**src/rtl/rf_write_arbiter_if.sv**
```systemverilog
// Multicycle result handshake into rf_write_arbiter.
// Ports: mc_valid/mc_addr/mc_data from the unit, mc_ready back to it.
interface rf_write_arbiter_if #(
   parameter int DATA_W = 32,
   parameter int ADDR_W = 5
) ();
   logic              mc_valid;
   logic              mc_ready;
   logic [ADDR_W-1:0] mc_addr;
   logic [DATA_W-1:0] mc_data;

   modport master (
      output mc_valid,
      output mc_addr,
      output mc_data,
      input  mc_ready
   );

   modport slave (
      input  mc_valid,
      input  mc_addr,
      input  mc_data,
      output mc_ready
   );
endinterface

```
**src/rtl/rf_write_arbiter.sv**
```systemverilog
// Register-file write port arbiter: WB vs. buffered multicycle results.
// Ports: clk, rst (sync, active high); wb_we/wb_addr/wb_data writeback;
//   mc (rf_write_arbiter_if.slave) multicycle results with mc_ready;
//   issue_mc/issue_addr set scoreboard bits; chk_addr_a/b -> busy_a/b;
//   stall_req asks decode to freeze so the FIFO can drain;
//   rf_we/rf_waddr/rf_wdata registered RF write; fifo_count occupancy.
// Optional: define RF_WR_BYPASS_EN to let an mc result skip an empty FIFO.
module rf_write_arbiter #(
   parameter int DATA_W       = 32,
   parameter int ADDR_W       = 5,
   parameter int FIFO_DEPTH   = 2,
   parameter int STARVE_LIMIT = 4
) (
   input  logic                            clk,
   input  logic                            rst,
   input  logic                            wb_we,
   input  logic [ADDR_W-1:0]               wb_addr,
   input  logic [DATA_W-1:0]               wb_data,
   rf_write_arbiter_if.slave               mc,
   input  logic                            issue_mc,
   input  logic [ADDR_W-1:0]               issue_addr,
   input  logic [ADDR_W-1:0]               chk_addr_a,
   input  logic [ADDR_W-1:0]               chk_addr_b,
   output logic                            busy_a,
   output logic                            busy_b,
   output logic                            stall_req,
   output logic                            rf_we,
   output logic [ADDR_W-1:0]               rf_waddr,
   output logic [DATA_W-1:0]               rf_wdata,
   output logic [$clog2(FIFO_DEPTH):0]     fifo_count
);

   localparam int PW = $clog2(FIFO_DEPTH);
   localparam int CW = PW + 1;
   localparam int SW = $clog2(STARVE_LIMIT + 1);
   localparam int NREG = 1 << ADDR_W;

   localparam logic [CW-1:0] CNT_FULL  = CW'(FIFO_DEPTH);
   localparam logic [SW-1:0] STARVE_MX = SW'(STARVE_LIMIT);

   // FIFO storage and pointers
   logic [ADDR_W-1:0] addr_mem [FIFO_DEPTH];
   logic [DATA_W-1:0] data_mem [FIFO_DEPTH];
   logic [PW-1:0]     wr_ptr;
   logic [PW-1:0]     rd_ptr;
   logic [CW-1:0]     count;

   logic [NREG-1:0]   pending;
   logic [NREG-1:0]   pend_nxt;
   logic [SW-1:0]     starve_cnt;
   logic [SW-1:0]     starve_nxt;

   logic              fifo_empty;
   logic              fifo_full;
   logic              wb_gnt;
   logic              pop;
   logic              byp;
   logic              push;
   logic              clr_en;
   logic [ADDR_W-1:0] clr_addr;
   logic [ADDR_W-1:0] head_addr;
   logic [DATA_W-1:0] head_data;

   assign fifo_empty = (count == '0);
   assign fifo_full  = (count == CNT_FULL);
   assign head_addr  = addr_mem[rd_ptr];
   assign head_data  = data_mem[rd_ptr];

   assign mc.mc_ready = !fifo_full;
   assign fifo_count  = count;
   assign busy_a      = pending[chk_addr_a];
   assign busy_b      = pending[chk_addr_b];

   // WB always wins; writes to x0 are not real writes.
   assign wb_gnt = wb_we && (wb_addr != '0);
   assign pop    = !wb_gnt && !fifo_empty;

`ifdef RF_WR_BYPASS_EN
   assign byp = !wb_gnt && fifo_empty &&
                mc.mc_valid && (mc.mc_addr != '0);
`else
   assign byp = 1'b0;
`endif

   // x0 results are accepted (handshake completes) but dropped.
   assign push = mc.mc_valid && !fifo_full &&
                 (mc.mc_addr != '0) && !byp;

   assign clr_en   = pop || byp;
   assign clr_addr = pop ? head_addr : mc.mc_addr;

   // Clear first so a same-cycle set of that register wins.
   always_comb begin
      pend_nxt = pending;
      if (clr_en) begin
         pend_nxt[clr_addr] = 1'b0;
      end
      if (issue_mc && (issue_addr != '0)) begin
         pend_nxt[issue_addr] = 1'b1;
      end
      pend_nxt[0] = 1'b0;
   end

   // Counts cycles a queued result loses the port to WB; saturates.
   always_comb begin
      starve_nxt = starve_cnt;
      if (fifo_empty || pop) begin
         starve_nxt = '0;
      end else if (wb_gnt && (starve_cnt != STARVE_MX)) begin
         starve_nxt = starve_cnt + SW'(1);
      end
   end

   always_ff @(posedge clk) begin
      if (push) begin
         addr_mem[wr_ptr] <= mc.mc_addr;
         data_mem[wr_ptr] <= mc.mc_data;
      end
   end

   always_ff @(posedge clk) begin
      if (rst) begin
         wr_ptr <= '0;
         rd_ptr <= '0;
         count  <= '0;
      end else begin
         if (push) begin
            wr_ptr <= wr_ptr + PW'(1);
         end
         if (pop) begin
            rd_ptr <= rd_ptr + PW'(1);
         end
         if (push && !pop) begin
            count <= count + CW'(1);
         end else if (pop && !push) begin
            count <= count - CW'(1);
         end
      end
   end

   always_ff @(posedge clk) begin
      if (rst) begin
         pending    <= '0;
         starve_cnt <= '0;
         stall_req  <= 1'b0;
      end else begin
         pending    <= pend_nxt;
         starve_cnt <= starve_nxt;
         stall_req  <= (starve_nxt == STARVE_MX);
      end
   end

   // Address/data hold their last value while no write is granted.
   always_ff @(posedge clk) begin
      if (rst) begin
         rf_we    <= 1'b0;
         rf_waddr <= '0;
         rf_wdata <= '0;
      end else if (wb_gnt) begin
         rf_we    <= 1'b1;
         rf_waddr <= wb_addr;
         rf_wdata <= wb_data;
      end else if (pop) begin
         rf_we    <= 1'b1;
         rf_waddr <= head_addr;
         rf_wdata <= head_data;
      end else if (byp) begin
         rf_we    <= 1'b1;
         rf_waddr <= mc.mc_addr;
         rf_wdata <= mc.mc_data;
      end else begin
         rf_we    <= 1'b0;
      end
   end

endmodule

```
**src/flat_wrapper.sv**
```systemverilog
// flat-port wrapper written by rule: the top's interface ports become plain ports
module rf_write_arbiter_flat 
#(
   parameter int DATA_W       = 32,
   parameter int ADDR_W       = 5,
   parameter int FIFO_DEPTH   = 2,
   parameter int STARVE_LIMIT = 4
)
  (clk, rst, wb_we, wb_addr, wb_data, issue_mc, issue_addr, chk_addr_a, chk_addr_b, busy_a, busy_b, stall_req, rf_we, rf_waddr, rf_wdata, fifo_count, mc_mc_valid, mc_mc_addr, mc_mc_data, mc_mc_ready);
  rf_write_arbiter_if #(.DATA_W(DATA_W), .ADDR_W(ADDR_W)) mc_i ();
  input  logic clk;
  input  logic rst;
  input  logic wb_we;
  input  logic [ADDR_W-1:0] wb_addr;
  input  logic [DATA_W-1:0] wb_data;
  input  logic issue_mc;
  input  logic [ADDR_W-1:0] issue_addr;
  input  logic [ADDR_W-1:0] chk_addr_a;
  input  logic [ADDR_W-1:0] chk_addr_b;
  output logic busy_a;
  output logic busy_b;
  output logic stall_req;
  output logic rf_we;
  output logic [ADDR_W-1:0] rf_waddr;
  output logic [DATA_W-1:0] rf_wdata;
  output logic [$clog2(FIFO_DEPTH):0] fifo_count;
  input wire logic [$bits(mc_i.mc_valid)-1:0] mc_mc_valid;
  input wire logic [$bits(mc_i.mc_addr)-1:0] mc_mc_addr;
  input wire logic [$bits(mc_i.mc_data)-1:0] mc_mc_data;
  output wire logic [$bits(mc_i.mc_ready)-1:0] mc_mc_ready;
  assign mc_i.mc_valid = mc_mc_valid;
  assign mc_i.mc_addr = mc_mc_addr;
  assign mc_i.mc_data = mc_mc_data;
  assign mc_mc_ready = mc_i.mc_ready;
  rf_write_arbiter #(.DATA_W(DATA_W), .ADDR_W(ADDR_W), .FIFO_DEPTH(FIFO_DEPTH), .STARVE_LIMIT(STARVE_LIMIT)) u_core (.clk(clk), .rst(rst), .wb_we(wb_we), .wb_addr(wb_addr), .wb_data(wb_data), .mc(mc_i), .issue_mc(issue_mc), .issue_addr(issue_addr), .chk_addr_a(chk_addr_a), .chk_addr_b(chk_addr_b), .busy_a(busy_a), .busy_b(busy_b), .stall_req(stall_req), .rf_we(rf_we), .rf_waddr(rf_waddr), .rf_wdata(rf_wdata), .fifo_count(fifo_count));
endmodule
```
**config.mk**
```make
export PLATFORM = sky130hd
export DESIGN_NAME = rf_write_arbiter_flat
export DESIGN_NICKNAME = d
export VERILOG_FILES = /design/src/rtl/rf_write_arbiter_if.sv /design/src/rtl/rf_write_arbiter.sv /design/src/flat_wrapper.sv
export SDC_FILE = /design/constraint.sdc
export NUM_CORES = 1
export LEC_CHECK = 0
export ABC_AREA = 1
export BUFFER_PORTS_ARGS = -buffer_cell sky130_fd_sc_hd__clkbuf_2
export CAP_MARGIN = 20
export CORE_AREA = 2 2 123 125
export DETAILED_ROUTE_END_ITERATION = 10
export DIE_AREA = 0 0 125 127
export GPL_TIMING_DRIVEN = 0
export PLACE_DENSITY_LB_ADDON = 0.1
export SLEW_MARGIN = 5
export SYNTH_ARGS = -nofsm -noshare
export SYNTH_HDL_FRONTEND = slang
export SYNTH_SLANG_ARGS = --single-unit
```
**constraint.sdc**
```tcl
create_clock -name clk -period 2.6 [get_ports clk]
set_input_delay 0.26 -clock clk [delete_from_list [all_inputs] [get_ports clk]]
set_output_delay 0.26 -clock clk [all_outputs]
set_load 0.01 [all_outputs]
```
== Word level (Yosys, flattened, before mapping) ==
Memories as Yosys holds them, arrays and structs flattened. A register that Yosys moved wholly into a read port is not among the register bits.
Index checks and enable logic that the tools add are counted.
Word-level totals
  register bits: 78
  RAM bits: 74
  input port bits: 94
  output and inout port bits: 44
  logic and storage cells: 78
  memories kept: 2
Memory list
  u_core.data_mem: depth 2, width 32, read ports 1, clocked after memory_dff 1, write ports 1, RTL line rf_write_arbiter.sv:43  | logic [DATA_W-1:0] data_mem [FIFO_DEPTH];
  u_core.addr_mem: depth 2, width 5, read ports 1, clocked after memory_dff 1, write ports 1, RTL line rf_write_arbiter.sv:42  | logic [ADDR_W-1:0] addr_mem [FIFO_DEPTH];
Operators by class
  add/subtract/negate cells: 5
  $lt $le $gt $ge: 6
  equal/unequal tests: 3
  mux-type cells: 27
  bitwise logic cells: 3
  reduce and logical (&&, ||, !) cells: 22
Operators by type and width (number)
  32-bit two-way mux: 4
  32-bit AND: 1
  32-bit inverter: 1
  32-bit OR: 1
  5-bit by 6-bit less-than comparator with 1-bit output, second input constant: 4
  5-bit two-way mux: 3
  5-bit nonzero test: 3
  1-bit two-way mux: 12
  1-bit binary-select mux with 5-bit select: 2
  1-bit demux with 5-bit select: 2
  5-bit by 1-bit >= comparator with 1-bit output, second input constant: 2
  1-bit logical AND: 10
  3-bit two-way mux: 2
  1-bit zero test: 5
  2-bit two-way mux: 2
  2-bit nonzero test: 2
  3-bit by 1-bit adder with 3-bit output, second input constant: 1
  3-bit == test, second input constant: 1
  3-bit inequality test, second input constant: 1
  1-bit adder, second input constant: 2
  2-bit by 1-bit adder with 2-bit output, second input constant: 1
  2-bit == test, second input constant: 1
  2-bit zero test: 1
  2-bit by 1-bit subtractor with 2-bit output, second input constant: 1
  1-bit logical OR: 1

== Logic depth before layout (Yosys ltp) ==
  depth in word-level cells: 14
  depth in mapped cells: 11
  depth with buffers taken out: 10

== Worst setup path after synthesis ==
Ideal clock, no wire load.
  kind: register -> register
  from: register u_core.count[0] (netlist: u_core.fifo_count[0])
  to: memory u_core.addr_mem[1][0], enable pin
  setup time: 0.433 ns
  data arrival time: 2.403 ns
  required time: 2.167 ns
  slack: -0.236 ns
  stages on the path, launching flop included: 5
  path buffers: 0
  clock period less this slack: 2.836 ns
  cell sequence: dfxtp_1 inv_1 a21boi_0 nand2_1 nor2_1
On the way
  cells in the longest elaborated chain, start to end: 6
Ends and longest elaborated chain
  start: declaration: RTL line rf_write_arbiter.sv:46  | logic [CW-1:0] count;
  start signal: assignment: RTL line rf_write_arbiter.sv:134  | count <= count + CW'(1);
  start signal: assignment: RTL line rf_write_arbiter.sv:136  | count <= count - CW'(1);
  2-bit == test: RTL line rf_write_arbiter.sv:65  | assign fifo_full = (count == CNT_FULL);
  1-bit zero test: RTL line rf_write_arbiter.sv:86  | assign push = mc.mc_valid && !fifo_full &&
  1-bit logical AND (2 in series): RTL line rf_write_arbiter.sv:86
  1-bit two-way mux: RTL line rf_write_arbiter.sv:115  | if (push) begin
  1-bit two-way mux (implied by the code): RTL line rf_write_arbiter.sv:116  | addr_mem[wr_ptr] <= mc.mc_addr;
  end: declaration: RTL line rf_write_arbiter.sv:42
Every way passes these cells.

== Final worst setup path ==
  from: register u_core.count[0] (netlist: u_core.fifo_count[0])
  to: register u_core.count[1] (netlist: u_core.fifo_count[1])
On the way
  cells in the longest elaborated chain, start to end: 7
  elaborated cells between the ends (all ways): 16
  classes of those cells: add/sub: 2; eq/ne: 1; mux: 2; reduce/logical: 11
Ends and longest elaborated chain
  2-bit == test: RTL line rf_write_arbiter.sv:65
  1-bit zero test: RTL line rf_write_arbiter.sv:86
  1-bit logical AND (2 in series): RTL line rf_write_arbiter.sv:86
  1-bit zero test: RTL line rf_write_arbiter.sv:135  | end else if (pop && !push) begin
  1-bit logical AND: RTL line rf_write_arbiter.sv:135
  2-bit nonzero test (no line)
Several ways; a longest one is shown, not always the timed one. The select of a mux whose other input is x is not followed.
A chain may end at the register's enable or synchronous reset.

==> impl_metrics.yaml <==
outcome:
  run_status: "finished clean"
yosys:
  synth_enable_flop_cells: 74
  mux_share_of_post_synthesis_cell_area: 0.0211
  largest_family_of_logic_cells_by_synthesized_area: "simple AND/OR/NAND/NOR gates"
  synthXorXnorAreaFrac: 0.00247
  synth-simple-area-share: 0.236
  synth_fp_nets: 867
  netlist-cell-type-count: 38
  postSynth.asyncResetShare: 0
  synth.top_cell.area_share: 0.313
  synth-seq-area-share: 0.533
  syn_inst: 770
  synth_flop_cell: "dfxtp_1"
  post_synth.cell_area_avg_um2: 9.22
  synthTopCellsByArea: "edfxtp_1, dfxtp_1, nand2_1"
  synth.ff_latch_count: 152
  synth.yosys.warnings: 0
  synth.cell_area_um2: 7100
  yosys.area_share.adder: 0.00529
  synth_top_cell_by_area: "edfxtp_1"
  synth_compound_gate_area_share: 0.133
sta:
  clock-skew-final_ps: 10.0
  worst_pin_slew_ps: 795
  final_max_slew_viol_count: 0
  least_setup_slack_across_all_paths_after_layout_ps: 575
  timing.max_slew.rel_slack: 0.470
  setup_repair_after_global_routing_missed_its_margin: "false"
  fin_crit_ps: 2030
  fmax_mhz: 494
  share_of_the_clock_period_used_by_the_worst_path_after_layout: 0.779
  hold_viol_final: 0
  setup_viol_count_final: 0
setup_path:
  worst-path-stages: 10
  worst-r2r-cell-count: 10
  setup.worst_path.end_class: "register"
  type_of_the_worst_setup_path: "reg2reg"
  critical_path.top_delay_family: "compound AO/OA/AOI/OAI gates"
  worstSetupEndpoint: "u_core.fifo_count[1]"
  critPathRequiredTime_ps: 2900
  cp.arrival_ps: 2320
  worst_setup_path_startpoint: "u_core.fifo_count[0]"
  worst_r2r_startpoint: "u_core.fifo_count[0]"
  rr_endpoint: "u_core.fifo_count[1]"
  cp_cell_sequence: "nor2_4, inv_4, nand2_8, buf_6, buf_6, ha_1, a21oi_1, o21ai_0, o21ai_0, a21oi_1"
  reg2reg_setup_slack_ps: 570
  crit_path_top_delay_cell: "dfxtp_1"
  worst_setup_path_start_kind: "register"
  cp_peak_stage_delay_ps: 430
  path_max_fanout: 10
  path_buf_inv: 3
clocking:
  clk_pin_slew_worst_paths_ps: 60
  clk_latency_ps: 420
  cts-resized-gates: 0
  cts_setup_buffers: 0
  clk_root_buffer_cell: "clkbuf_16"
  numCtsBuffers: 17
  cts_hold_buffers: 0
  clkSinkCount: 152
  htree_levels: 4
  tritoncts: "built"
  clockBufferDepth: 2
die:
  dieWidth_um: 125
  initial_utilization: 0.492
  fp.dieH_um: 127
  fp-row-count: 44
  top_level_ports: 138
  total_die_area_um2: 15900
  coreArea_um2: 14400
global_route:
  first_pass_grt_wire_length_um: 30400
  antenna_violations_before_repair: 0
  number_of_global_route_vias_before_repair: 6157
  grt_use_total: 0.242
  grt_start_max_net_pins: 27
  grt_remaining_overflow: 0
detailed_routing:
  antenna_violating_nets_post_route: 0
  wl_per_cell_um: 16.8
  drcViolationCount: 0
  initialDrtViolationCount: 399
  num_vias: 6059
  overall_routed_net_length_um: 18900
  drt-pass1-iter-count: 5
  route.detailed.vias_per_inst: 5.39
final_layout:
  layout-area-overhead-vs-synth_pct: 22.4
  antenna_cells: 0
  final_layout_size_suffix_gt1_frac: 0.282
  nNetsFinal: 1024
  layout.cell_area.non_filler_um2: 8690
  final-instance-count-excl-fill: 1124
pwr:
  power.static_leakage_nw: 3.59
  p_per_area_nw_per_um2: 878
  vdd_drop_max_mv: 0.500
  power.total_mw: 7.63
job:
  maxCapViolations: 0
min_path:
  min-delay-path-class: "in2reg"
  hold_critical_path_depth: 1
place:
  dp_slack_ps: 474
  numPortBuffers: 136
  placed_cell_area_um2: 8070
  place_hpwl_um: 13700
  gp_routability_congestion: 0.904
  dp_cells: 1092
kinds of logic (layout without fill, tap and decap cells):
logic type | after synthesis | in the layout
simple gates | 352 | 352
flops | 152 | 152
compound gates | 146 | 146
buf+inv | 100 | 270
mux | 15 | 15
fa+ha+maj | 3 | 3
xor+xnor | 2 | 2
routing by layer:
layer / vias up / global-route usage / part of all wire
met3: 27 / 0.0607 / 0.065
met4: 0 / 0.0824 / 0.018
met2: 206 / 0.424 / 0.50
met5: - / 0 / 0
li1: 2962 / - / -
met1: 2864 / 0.294 / 0.42
metrics by stage:
stage / TNS [ps] / hold WS, ps / utilization
6_report: 0 / 27.4 / 0.603
5_1_grt: 0 / 11.2 / 0.603
4_1_cts: 0 / 13.7 / 0.603
3_5_place_dp: 0 / 454 / 0.559
3_3_place_gp: -16340 / 450 / 0.556
2_1_floorplan: 0 / 359 / -
Yosys cell counts (5+ instances only):
cell type	count
o21ai_1	17
clkbuf_1	10
inv_1	55
nand3_1	53
buf_2	11
a21oi_1	13
edfxtp_1	74
o21ai_0	59
o211ai_1	12
nand2_2	5
nor2_1	43
dfxtp_1	78
nor2_4	5
nand4_1	32
mux2i_1	15
a21oi_2	26
o221ai_1	6
o211ai_2	7
nand2_4	7
inv_2	7
buf_6	11
nand2_1	191
placed cells by master, fill, tap and decap left out, drive strengths merged:
| master | count |
|---|---|
| a21oi | 39 |
| a21boi | 1 |
| mux2i | 15 |
| nand3 | 58 |
| clkbuf | 168 |
| nand4 | 32 |
| o211ai | 19 |
| clkinvlp | 2 |
| or2 | 1 |
| edfxtp | 74 |
| o22ai | 4 |
| nand2 | 205 |
| and2 | 1 |
| xor2 | 2 |
| ha | 3 |
| nor2 | 50 |
| nor3 | 1 |
| nand3b | 3 |
| bufinv | 3 |
| inv | 65 |
| and3 | 1 |
| dfxtp | 78 |
| buf | 28 |
| o21ai | 77 |
| o221ai | 6 |
| clkinv | 4 |
report_power, final:
| part | leakage, nW | internal (mW) | switching (mW) |
|---|---|---|---|
| registers | 1.33 | 2.88 | 0.149 |
| logic | 1.97 | 0.714 | 1.32 |
| clock network | 0.299 | 1.62 | 0.948 |
| total | 3.59 | 5.21 | 2.41 |
worst reg2reg max path, cell delays in order (launching register included):
cell and delay, ps:
dfxtp_1 430, nor2_4 80, inv_4 150, nand2_8 100, buf_6 170, buf_6 170
ha_1 310, a21oi_1 110, o21ai_0 110, o21ai_0 200, a21oi_1 70
sequential cells by signal (all words and copies together) (netlist names), named ones only:
name	cells
u_core.rf_we	1
u_core.fifo_count	2
u_core.rf_waddr	5
u_core.data_mem	64
u_core.addr_mem	10
u_core.rd_ptr	1
u_core.stall_req	1
u_core.wr_ptr	1
u_core.starve_cnt	3
u_core.rf_wdata	32
u_core.pending	31
final cells by class:
type	instances	area, um^2
Fill cell	1255	5730
Timing Repair Buffer	138	721
Clock inverter	10	140
Clock buffer	22	485
Inverter	64	245
Sequential cell	152	3780
Buffer	36	246
Multi-Input combinational cell	518	2840
Tap cell	184	230
worst min-delay path by stage:
stage	end	start	slack, ps
final	u_core.data_mem[1][26]	mc_mc_data[26]	30
after global routing	u_core.data_mem[1][31]	mc_mc_data[31]	10
after CTS	u_core.data_mem[0][15]	mc_mc_data[15]	10
after detailed placement	u_core.data_mem[1][26]	mc_mc_data[26]	450
after global placement	u_core.data_mem[0][26]	mc_mc_data[26]	450
after floorplan	u_core.addr_mem[0][0]	mc_mc_addr[0]	360
No activity file was read; power rests on OpenSTA's default activity.
